### src/rtl/countdown_timer_if.sv
// Control and status bundle between the countdown timer and its controlling FSM.
// The pause wire exists only when COUNTDOWN_TIMER_PAUSE_EN is defined.
interface countdown_timer_if #(
  parameter int WIDTH = 4
);
  logic             oneHertz_enable;
  logic             start;
  logic [WIDTH-1:0] value;
  logic             cancel;
`ifdef COUNTDOWN_TIMER_PAUSE_EN
  logic             pause;
`endif
  logic             expired;
  logic             busy;
  logic [WIDTH-1:0] remaining;

`ifdef COUNTDOWN_TIMER_PAUSE_EN
  modport master (
    output oneHertz_enable, start, value, cancel, pause,
    input  expired, busy, remaining
  );
  modport slave (
    input  oneHertz_enable, start, value, cancel, pause,
    output expired, busy, remaining
  );
`else
  modport master (
    output oneHertz_enable, start, value, cancel,
    input  expired, busy, remaining
  );
  modport slave (
    input  oneHertz_enable, start, value, cancel,
    output expired, busy, remaining
  );
`endif
endinterface

### src/rtl/countdown_timer.sv
// Seconds countdown: loads on start and decrements on each enable tick. All outputs are
// registered (one edge from input to output), there is no backpressure, and COUNTDOWN_TIMER_PAUSE_EN adds a pause input.
module countdown_timer #(
  parameter int WIDTH = 4
) (
  input logic               clock,
  input logic               reset,
  countdown_timer_if.slave  tmr
);

  typedef enum logic {
    IDLE = 1'b0,
    RUN  = 1'b1
  } state_t;

  state_t           state_q;
  state_t           state_d;
  logic [WIDTH-1:0] remaining_q;
  logic [WIDTH-1:0] remaining_d;
  logic             busy_q;
  logic             busy_d;
  logic             expired_q;
  logic             expired_d;

  logic             hold;
  logic             tick;
  logic             last_tick;
  logic             load_zero;

`ifdef COUNTDOWN_TIMER_PAUSE_EN
  assign hold = tmr.pause;
`else
  assign hold = 1'b0;
`endif

  // A forced count of 0 in RUN is treated like 1 so the decrement can never wrap.
  assign tick      = tmr.oneHertz_enable & ~hold;
  assign last_tick = (remaining_q <= WIDTH'(1));
  assign load_zero = (tmr.value == '0);

  always_ff @(posedge clock) begin
    if (reset) begin
      state_q     <= IDLE;
      remaining_q <= '0;
      busy_q      <= 1'b0;
      expired_q   <= 1'b0;
    end else begin
      state_q     <= state_d;
      remaining_q <= remaining_d;
      busy_q      <= busy_d;
      expired_q   <= expired_d;
    end
  end

  always_comb begin
    state_d = state_q;
    if (tmr.start) begin
      state_d = load_zero ? IDLE : RUN;
    end else if (state_q == RUN) begin
      if (tmr.cancel) begin
        state_d = IDLE;
      end else if (tick && last_tick) begin
        state_d = IDLE;
      end
    end
  end

  always_comb begin
    remaining_d = remaining_q;
    expired_d   = 1'b0;
    busy_d      = (state_d == RUN);
    if (tmr.start) begin
      remaining_d = tmr.value;
      expired_d   = load_zero;
    end else if (state_q == RUN) begin
      if (tmr.cancel) begin
        remaining_d = '0;
      end else if (tick) begin
        if (last_tick) begin
          remaining_d = '0;
          expired_d   = 1'b1;
        end else begin
          remaining_d = remaining_q - WIDTH'(1);
        end
      end
    end
  end

  assign tmr.remaining = remaining_q;
  assign tmr.busy      = busy_q;
  assign tmr.expired   = expired_q;

endmodule

### src/flat_wrapper.sv
// flat-port wrapper written by rule: the top's interface ports become plain ports
module countdown_timer_flat 
#(
  parameter int WIDTH = 4
)
  (clock, reset, tmr_oneHertz_enable, tmr_start, tmr_value, tmr_cancel, tmr_expired, tmr_busy, tmr_remaining);
  countdown_timer_if #(.WIDTH(WIDTH)) tmr_i ();
  input logic clock;
  input logic reset;
  input wire logic [$bits(tmr_i.oneHertz_enable)-1:0] tmr_oneHertz_enable;
  input wire logic [$bits(tmr_i.start)-1:0] tmr_start;
  input wire logic [$bits(tmr_i.value)-1:0] tmr_value;
  input wire logic [$bits(tmr_i.cancel)-1:0] tmr_cancel;
  output wire logic [$bits(tmr_i.expired)-1:0] tmr_expired;
  output wire logic [$bits(tmr_i.busy)-1:0] tmr_busy;
  output wire logic [$bits(tmr_i.remaining)-1:0] tmr_remaining;
  assign tmr_i.oneHertz_enable = tmr_oneHertz_enable;
  assign tmr_i.start = tmr_start;
  assign tmr_i.value = tmr_value;
  assign tmr_i.cancel = tmr_cancel;
  assign tmr_expired = tmr_i.expired;
  assign tmr_busy = tmr_i.busy;
  assign tmr_remaining = tmr_i.remaining;
  countdown_timer #(.WIDTH(WIDTH)) u_core (.clock(clock), .reset(reset), .tmr(tmr_i));
endmodule
### config.mk
export PLATFORM = sky130hd
export DESIGN_NAME = countdown_timer_flat
export DESIGN_NICKNAME = d
export VERILOG_FILES = /design/src/rtl/countdown_timer_if.sv /design/src/rtl/countdown_timer.sv /design/src/flat_wrapper.sv
export SDC_FILE = /design/constraint.sdc
export NUM_CORES = 1
export LEC_CHECK = 0
export CORE_AREA = 2 2 39 41
export DETAILED_ROUTE_END_ITERATION = 16
export DIE_AREA = 0 0 41 43
export MAX_ROUTING_LAYER = met4
export SLEW_MARGIN = 15
export SYNTH_ARGS = -nofsm -noshare
export SYNTH_HDL_FRONTEND = slang
export SYNTH_SLANG_ARGS = --single-unit
### constraint.sdc
create_clock -name clock -period 2.9 [get_ports clock]
set_clock_uncertainty 0.2 [all_clocks]
set_input_delay 0.58 -clock clock [delete_from_list [all_inputs] [get_ports clock]]
set_output_delay 0.58 -clock clock [all_outputs]
set_load 0.1 [all_outputs]
==> run metrics, run 1 <==
nets=76; Lkg Pwr=0.2381 nW; first-pass iteration count of the detailed router=4; CP Max Fanout=12; fraction of layout cells with a size suffix above 1=0.2063; Hold Path Depth=1; sequential area share after synthesis=0.2840; # diodes=0; GRT overflow=0; Post-Synthesis Cell Area=422.9 um2; Hold Crit Start=u_core.tmr.remaining[0]$_SDFFE_PP0P_; hold endpoint=u_core.tmr.remaining[0]$_SDFFE_PP0P_; status=finished, final reports clean; Synth top area share=0.2840; Seq cells post-synth=6; Gate Count Post-Synth=48; fmax=508.7 MHz; Clock Tree Buf Depth=2; Worst setup EP type=flip-flop; area post-placement=556.8 um2; FF-to-FF Start=u_core.tmr.remaining[0]$_SDFFE_PP0P_; fin area=579.3 um2; reg2reg end=u_core.tmr.remaining[1]$_SDFFE_PP0P_; synth top area cells=dfxtp_1, mux2i_1, ha_1; Max Cap Viol=0; all-layer global routing usage=0.1470; Post-Syn Nets=59; peak supply drop=189.0 uV; DR vias=449; top cells by count, synth=dfxtp_1, inv_1, a21oi_1, mux2i_1, o31ai_1; unrepaired setup endpoints after global routing=no; pin count of the biggest net entering global routing=13; CTS tree=done; Fin. Hold Viols=0; Post-DP HPWL=827.3 um; CTS clk-pin slew, worst paths=0.04 ns; worst skew pair latency=0.24 ns; Data arrival, critical path=1.90 ns; Least-Margin Pin Slew=0.4774 ns; die width=41 um; Num CTS Buffers=3; reg2reg path depth=5; Filler Cell Count=144; final setup fails=0; FP Rows=14; vias in the first global route=367; area of the core=0.001384 mm2; post-cts gate resize count=0; reg2reg setup slack=1.20 ns; Ys Warns=0; vias per inst=5.684; initial antenna violation count=0; Final Max Slew Viols=0; chip height=43 um; CP Launch Type=input pin; Port Buffers=14; Worst Path Required=2.84 ns; DRC violations left=0; # IOs=15; clk sinks=6; post-route ant nets=0; Starting Density=0.3056; area growth from synthesis to layout=36.98%; Mean Syn Cell Area=8.811 um2; post-DR wirelength/cell=13.00 um; Hold/Removal Path Class=flip-flop to flip-flop; library cells used by synthesis=27; multi-input logic area=269.0 um2; post-CTS setup buffers=0; post-synth top area cell=dfxtp_1; min cycle time layout=1.966 ns; CTS H-tree depth=1; pwr dens=490.7 mW/mm2; Post-synth EDFFs=0; # hold bufs at CTS=0; first-pass GRT wire length=1621 um; final wirelength=1027 um; Setup CP Type=input pin to flip-flop; Sequential Area=120.1 um2; Post-synth top flop=dfxtp_1; Tcrit/Tclk final=0.6778; global placer's final weighted congestion=0.7844; 1st-iter DRT viols=10; Async S/R FF share, synth=0; Final TNS setup=0 ns; Die ar.=0.001763 mm2; Root Driver=clkbuf_4; Slew headroom=0.6808
-- worst max-delay path by stage --
| stage | start | end | slack, ns | cells past startpoint |
|---|---|---|---|---|
| after floorplan | u_core.tmr.remaining[0]$_SDFFE_PP0P_ | u_core.tmr.remaining[1]$_SDFFE_PP0P_ | 0.70 | 5 |
| after global placement | tmr_start | u_core.tmr.remaining[1]$_SDFFE_PP0P_ | 0.64 | 4 |
| after detailed placement | tmr_start | u_core.tmr.remaining[1]$_SDFFE_PP0P_ | 0.68 | 4 |
| after CTS | tmr_start | u_core.tmr.remaining[1]$_SDFFE_PP0P_ | 0.93 | 4 |
| after global routing | tmr_start | u_core.tmr.remaining[1]$_SDFFE_PP0P_ | 0.83 | 4 |
| final | tmr_start | u_core.tmr.remaining[1]$_SDFFE_PP0P_ | 0.93 | 4 |
-- cell families after synthesis --
family,count (synthesis),synth area share
buffers and inverters,8,0.07988
AO/OA/AOI/OAI,18,0.3166
AND/OR/NAND/NOR,11,0.1894
multiplexers,3,0.07101
adder cells (fa/ha/maj),2,0.05916
flip-flops,6,0.2840
-- worst max-delay path, cell delays in order --
cell	delay [ns]
clkdlybuf4s50_1	0.65
nor2_1	0.28
o211ai_1	0.12
a221oi_1	0.26
-- where the power goes --
group	leakage [nW]	internal [mW]	total [mW]	switching, mW
Combinational	0.175	0.0364	0.112	0.0755
Clock	0.0138	0.0467	0.0752	0.0285
Sequential	0.0497	0.0891	0.0972	0.00811
-- cell type report --
type                            instances  share of cell area
Tap cell                               16             0.03456
Inverter                                6             0.03888
Clock buffer                            3             0.03888
Sequential cell                         6              0.2073
Multi-Input combinational cell         34              0.4644
Timing Repair Buffer                   14              0.2160
-- placed cells by master, fill, tap and decap left out, types with 2 or more instances in the layout --
master / netlist / layout
a21oi_1: 3 / 3
buf_4: 1 / 6
clkbuf_4: 0 / 3
clkdlybuf4s50_1: 0 / 8
dfxtp_1: 6 / 6
ha_1: 2 / 2
inv_1: 6 / 6
mux2i_1: 3 / 3
nor2_1: 2 / 2
nor3b_1: 2 / 2
o21ai_0: 2 / 2
o31ai_1: 3 / 3
o41ai_1: 2 / 2
-- sequential cells by signal, summed over array words and instances (netlist names) --
name / flops
u_core.tmr.expired: 1
u_core.state_q: 1
u_core.tmr.remaining: 4
-- routing by layer --
metal,part of all wire,vias up,GRT usage
met2,0.49,19,0.1969
met5,0,-,-
met3,0.054,4,0.01571
met4,0.038,0,0.1400
met1,0.42,210,0.1795
li1,-,216,-
-- stage by stage --
| step | setup slack (ns) | utilization | hold slack [ns] | cells | total power, mW |
|---|---|---|---|---|---|
| detailed placement | 0.6840 | 0.4024 | 0.3710 | 76 | 0.2104 |
| CTS | 0.9311 | 0.4186 | 0.3804 | 79 | 0.2878 |
| global placement | 0.6413 | 0.4024 | 0.3606 | 76 | 0.2100 |
| global route | 0.8285 | 0.4186 | 0.4079 | 79 | 0.3005 |
| finish | 0.9343 | 0.4186 | 0.3781 | 79 | 0.2843 |
| floorplan | 0.6996 | - | 0.5629 | 48 | 0.1791 |
No activity file was read; power rests on OpenSTA's default activity.
==> run 2: changes to the inputs <==
==> constraint.sdc (replaced) <==
create_clock -name clock -period 1.6 [get_ports clock]
set_clock_uncertainty 0.2 [all_clocks]
set_input_delay 0.32 -clock clock [delete_from_list [all_inputs] [get_ports clock]]
set_output_delay 0.32 -clock clock [all_outputs]
set_load 0.1 [all_outputs]
==> run 2 against run 1 <==
Against the previous run: routed wire length grew 16%; register-to-register slack lost 1.1 ns; clock power grew 110%; die area is the same; total power grew 110%; critical path depth grew 1; combinational power grew 140%; sequential share of layout area shrank 3.2 points; via count shrank 0.67%; worst hold slack lost 0.051 ns; critical endpoint is now u_core.tmr.remaining[2]$_SDFFE_PP0P_; critical path type is now flip-flop to flip-flop; first-iteration DRC count shrank 40%.
==> run metrics, run 2 (same netlist as run 1, synthesis figures left out) <==
Hold Path Depth=2 (was 1); fmax=669.5 MHz; Port Buffers=14 (unchanged); Num CTS Buffers=3 (unchanged); final wirelength=1195 um (was 1027 um); P_int=0.3733 mW (was 0.1722 mW); Post-DP HPWL=864.8 um (was 827.3 um); status=finished, final reports clean (unchanged); Root Driver=clkbuf_4 (unchanged); reg2reg setup slack=0.11 ns (was 1.20 ns); switching part of the total=0.3878 (was 0.3944); CTS H-tree depth=1 (unchanged); Filler Cell Count=122 (was 144); initial antenna violation count=0 (unchanged); # diodes=0 (unchanged); fin area=750.7 um2 (was 579.3 um2); pwr dens=812.1 mW/mm2 (was 490.7 mW/mm2); CP Max Fanout=4 (was 12); vias per inst=5.247 (was 5.684); Lkg Pwr=0.3024 nW (was 0.2381 nW); hold endpoint=u_core.tmr.remaining[1]$_SDFFE_PP0P_ (was u_core.tmr.remaining[0]$_SDFFE_PP0P_); min cycle time layout=1.494 ns; Die ar.=0.001763 mm2 (unchanged); DRC violations left=0 (unchanged); CTS clk-pin slew, worst paths=0.06 ns (was 0.04 ns); DR vias=446 (was 449); GRT overflow=0 (unchanged); Hold/Removal Path Class=flip-flop to flip-flop (unchanged); # IOs=15 (unchanged); Tcrit/Tclk final=0.9336; clk sinks=6 (unchanged); CP peak stage delay=0.37 ns (was 0.65 ns); peak supply drop=327.7 uV (was 189.0 uV); area growth from synthesis to layout=77.51% (was 36.98%); number of flip-flops under the largest register name=4 (unchanged); pin count of the biggest net entering global routing=10 (was 13); reg2reg path depth=5 (unchanged); hold_ws=0.3272 ns (was 0.3781 ns); combinational power share=0.439 (was 0.394); most frequent cells in the layout=clkdlybuf4s50_1, buf_12, buf_4 (was clkdlybuf4s50_1, inv_1, buf_4, dfxtp_1); critical-path cell list=inv_4 -> ha_4 -> nor4bb_4 -> mux2i_1 -> o31ai_1 (was clkdlybuf4s50_1 -> nor2_1 -> o211ai_1 -> a221oi_1); most common cell after layout, fill and taps aside=clkdlybuf4s50_1 (unchanged); Starting Density=0.3056 (unchanged); global placer's final weighted congestion=0.8097 (was 0.7844); # hold bufs at CTS=0 (unchanged); Slew headroom=0.7725 (was 0.6808); CP max stage cell=dfxtp_4 (was clkdlybuf4s50_1); first-pass GRT wire length=1938 um (was 1621 um); area post-placement=688.2 um2 (was 556.8 um2); final setup fails=0 (unchanged); Data arrival, critical path=1.45 ns (was 1.90 ns); fraction of layout cells with a size suffix above 1=0.4058 (was 0.2063); net switching power=0.2364 mW (was 0.1121 mW); vias in the first global route=442 (was 367); Worst setup EP type=flip-flop (unchanged); Final Max Slew Viols=0 (unchanged); post-route ant nets=0 (unchanged); nets=81 (was 76); die width=41 um (unchanged); sequential share of power=0.297 (was 0.342); all-layer global routing usage=0.1687 (was 0.1470); chip height=43 um (unchanged); Hold Crit Start=u_core.tmr.remaining[1]$_SDFFE_PP0P_ (was u_core.tmr.remaining[0]$_SDFFE_PP0P_); reg2reg end=u_core.tmr.remaining[2]$_SDFFE_PP0P_ (was u_core.tmr.remaining[1]$_SDFFE_PP0P_); area of the core=0.001384 mm2 (unchanged); CTS tree=done (unchanged); CP Launch Type=flip-flop (was input pin); Least-Margin Pin Slew=0.3381 ns (was 0.4774 ns); Fin. Hold Viols=0 (unchanged); clock network fraction of total power=0.264 (about the same); first-pass iteration count of the detailed router=4 (unchanged); Max Cap Viol=0 (unchanged); FP Rows=14 (unchanged); post-DR wirelength/cell=14.06 um (was 13.00 um); 1st-iter DRT viols=6 (was 10); Clock Tree Buf Depth=2 (unchanged); FF-to-FF Start=u_core.tmr.remaining[1]$_SDFFE_PP0P_ (was u_core.tmr.remaining[0]$_SDFFE_PP0P_); Setup CP Type=flip-flop to flip-flop (was input pin to flip-flop); worst skew pair latency=0.25 ns (was 0.24 ns); Worst Path Required=1.55 ns (was 2.84 ns)
## run 2: worst max-delay path: cells and delay by family, from the launching register on
| family | cells | cell delay, ns |
|---|---|---|
| fa+ha+maj | 1 | 0.15 |
| flops | 1 | 0.37 |
| buf+inv | 1 | 0.07 |
| compound gates | 1 | 0.22 |
| mux | 1 | 0.10 |
| simple gates | 1 | 0.28 |
## run 2: power groups by stage
stage          registers, mW  clock network (mW)  logic (mW)
2_1_floorplan          0.257                   0      0.0744
3_3_place_gp           0.182                   0       0.249
3_5_place_dp           0.182                   0       0.250
4_1_cts                0.179               0.165       0.252
5_1_grt                0.184               0.180       0.279
6_report               0.181               0.161       0.268
## run 2: area by class of cell
| cell class | instances | area [um2] | area share |
|---|---|---|---|
| Clock buffer | 4 | 26.28 | 0.03500 |
| Multi-Input combinational cell | 34 | 307.8 | 0.4100 |
| Inverter | 6 | 25.02 | 0.03333 |
| Timing Repair Buffer | 19 | 240.2 | 0.3200 |
| Sequential cell | 6 | 131.4 | 0.1750 |
| Tap cell | 16 | 20.02 | 0.02667 |
## run 2: worst max path at each step
stage | slack, ns | cells past startpoint | endpoint | startpoint
floorplan | 0.005 | 5 | u_core.tmr.remaining[1]$_SDFFE_PP0P_ | u_core.tmr.remaining[0]$_SDFFE_PP0P_
global placement | -0.18 | 4 | u_core.tmr.remaining[2]$_SDFFE_PP0P_ | tmr_cancel
detailed placement | -0.18 | 4 | u_core.tmr.remaining[0]$_SDFFE_PP0P_ | tmr_cancel
CTS | 0.02 | 5 | u_core.tmr.remaining[2]$_SDFFE_PP0P_ | u_core.tmr.remaining[1]$_SDFFE_PP0P_
global route | -0.0004 | 5 | u_core.tmr.remaining[2]$_SDFFE_PP0P_ | u_core.tmr.remaining[1]$_SDFFE_PP0P_
finish | 0.11 | 5 | u_core.tmr.remaining[2]$_SDFFE_PP0P_ | u_core.tmr.remaining[1]$_SDFFE_PP0P_
## run 2: through the flow
stage,power (mW),setup slack (ns),instances,TNS (ns),utilization
after floorplan,0.3318,0.004714,48,0,-
after global placement,0.4307,-0.1756,81,-0.7337,0.4973
after detailed placement,0.4319,-0.1768,81,-0.7683,0.4973
after CTS,0.5968,0.01886,85,0,0.5208
after global routing,0.6429,-0.0004393,85,-0.0004393,0.5425
final,0.6097,0.1063,85,0,0.5425
## run 2: what timing repair did
item | 4_1_cts | 5_1_grt
setup endpoints to repair | 1 | 3
pin swaps | 0 | 1
gates resized for setup | 1 | 7
buffers inserted | 0 | 0
## run 2: per-layer routing
layer	vias up	share of wire	GRT usage
met5	-	0	-
li1	229	-	-
met4	0	0.012	0.08000
met2	10	0.52	0.2563
met1	205	0.43	0.2058
met3	2	0.041	0.03141
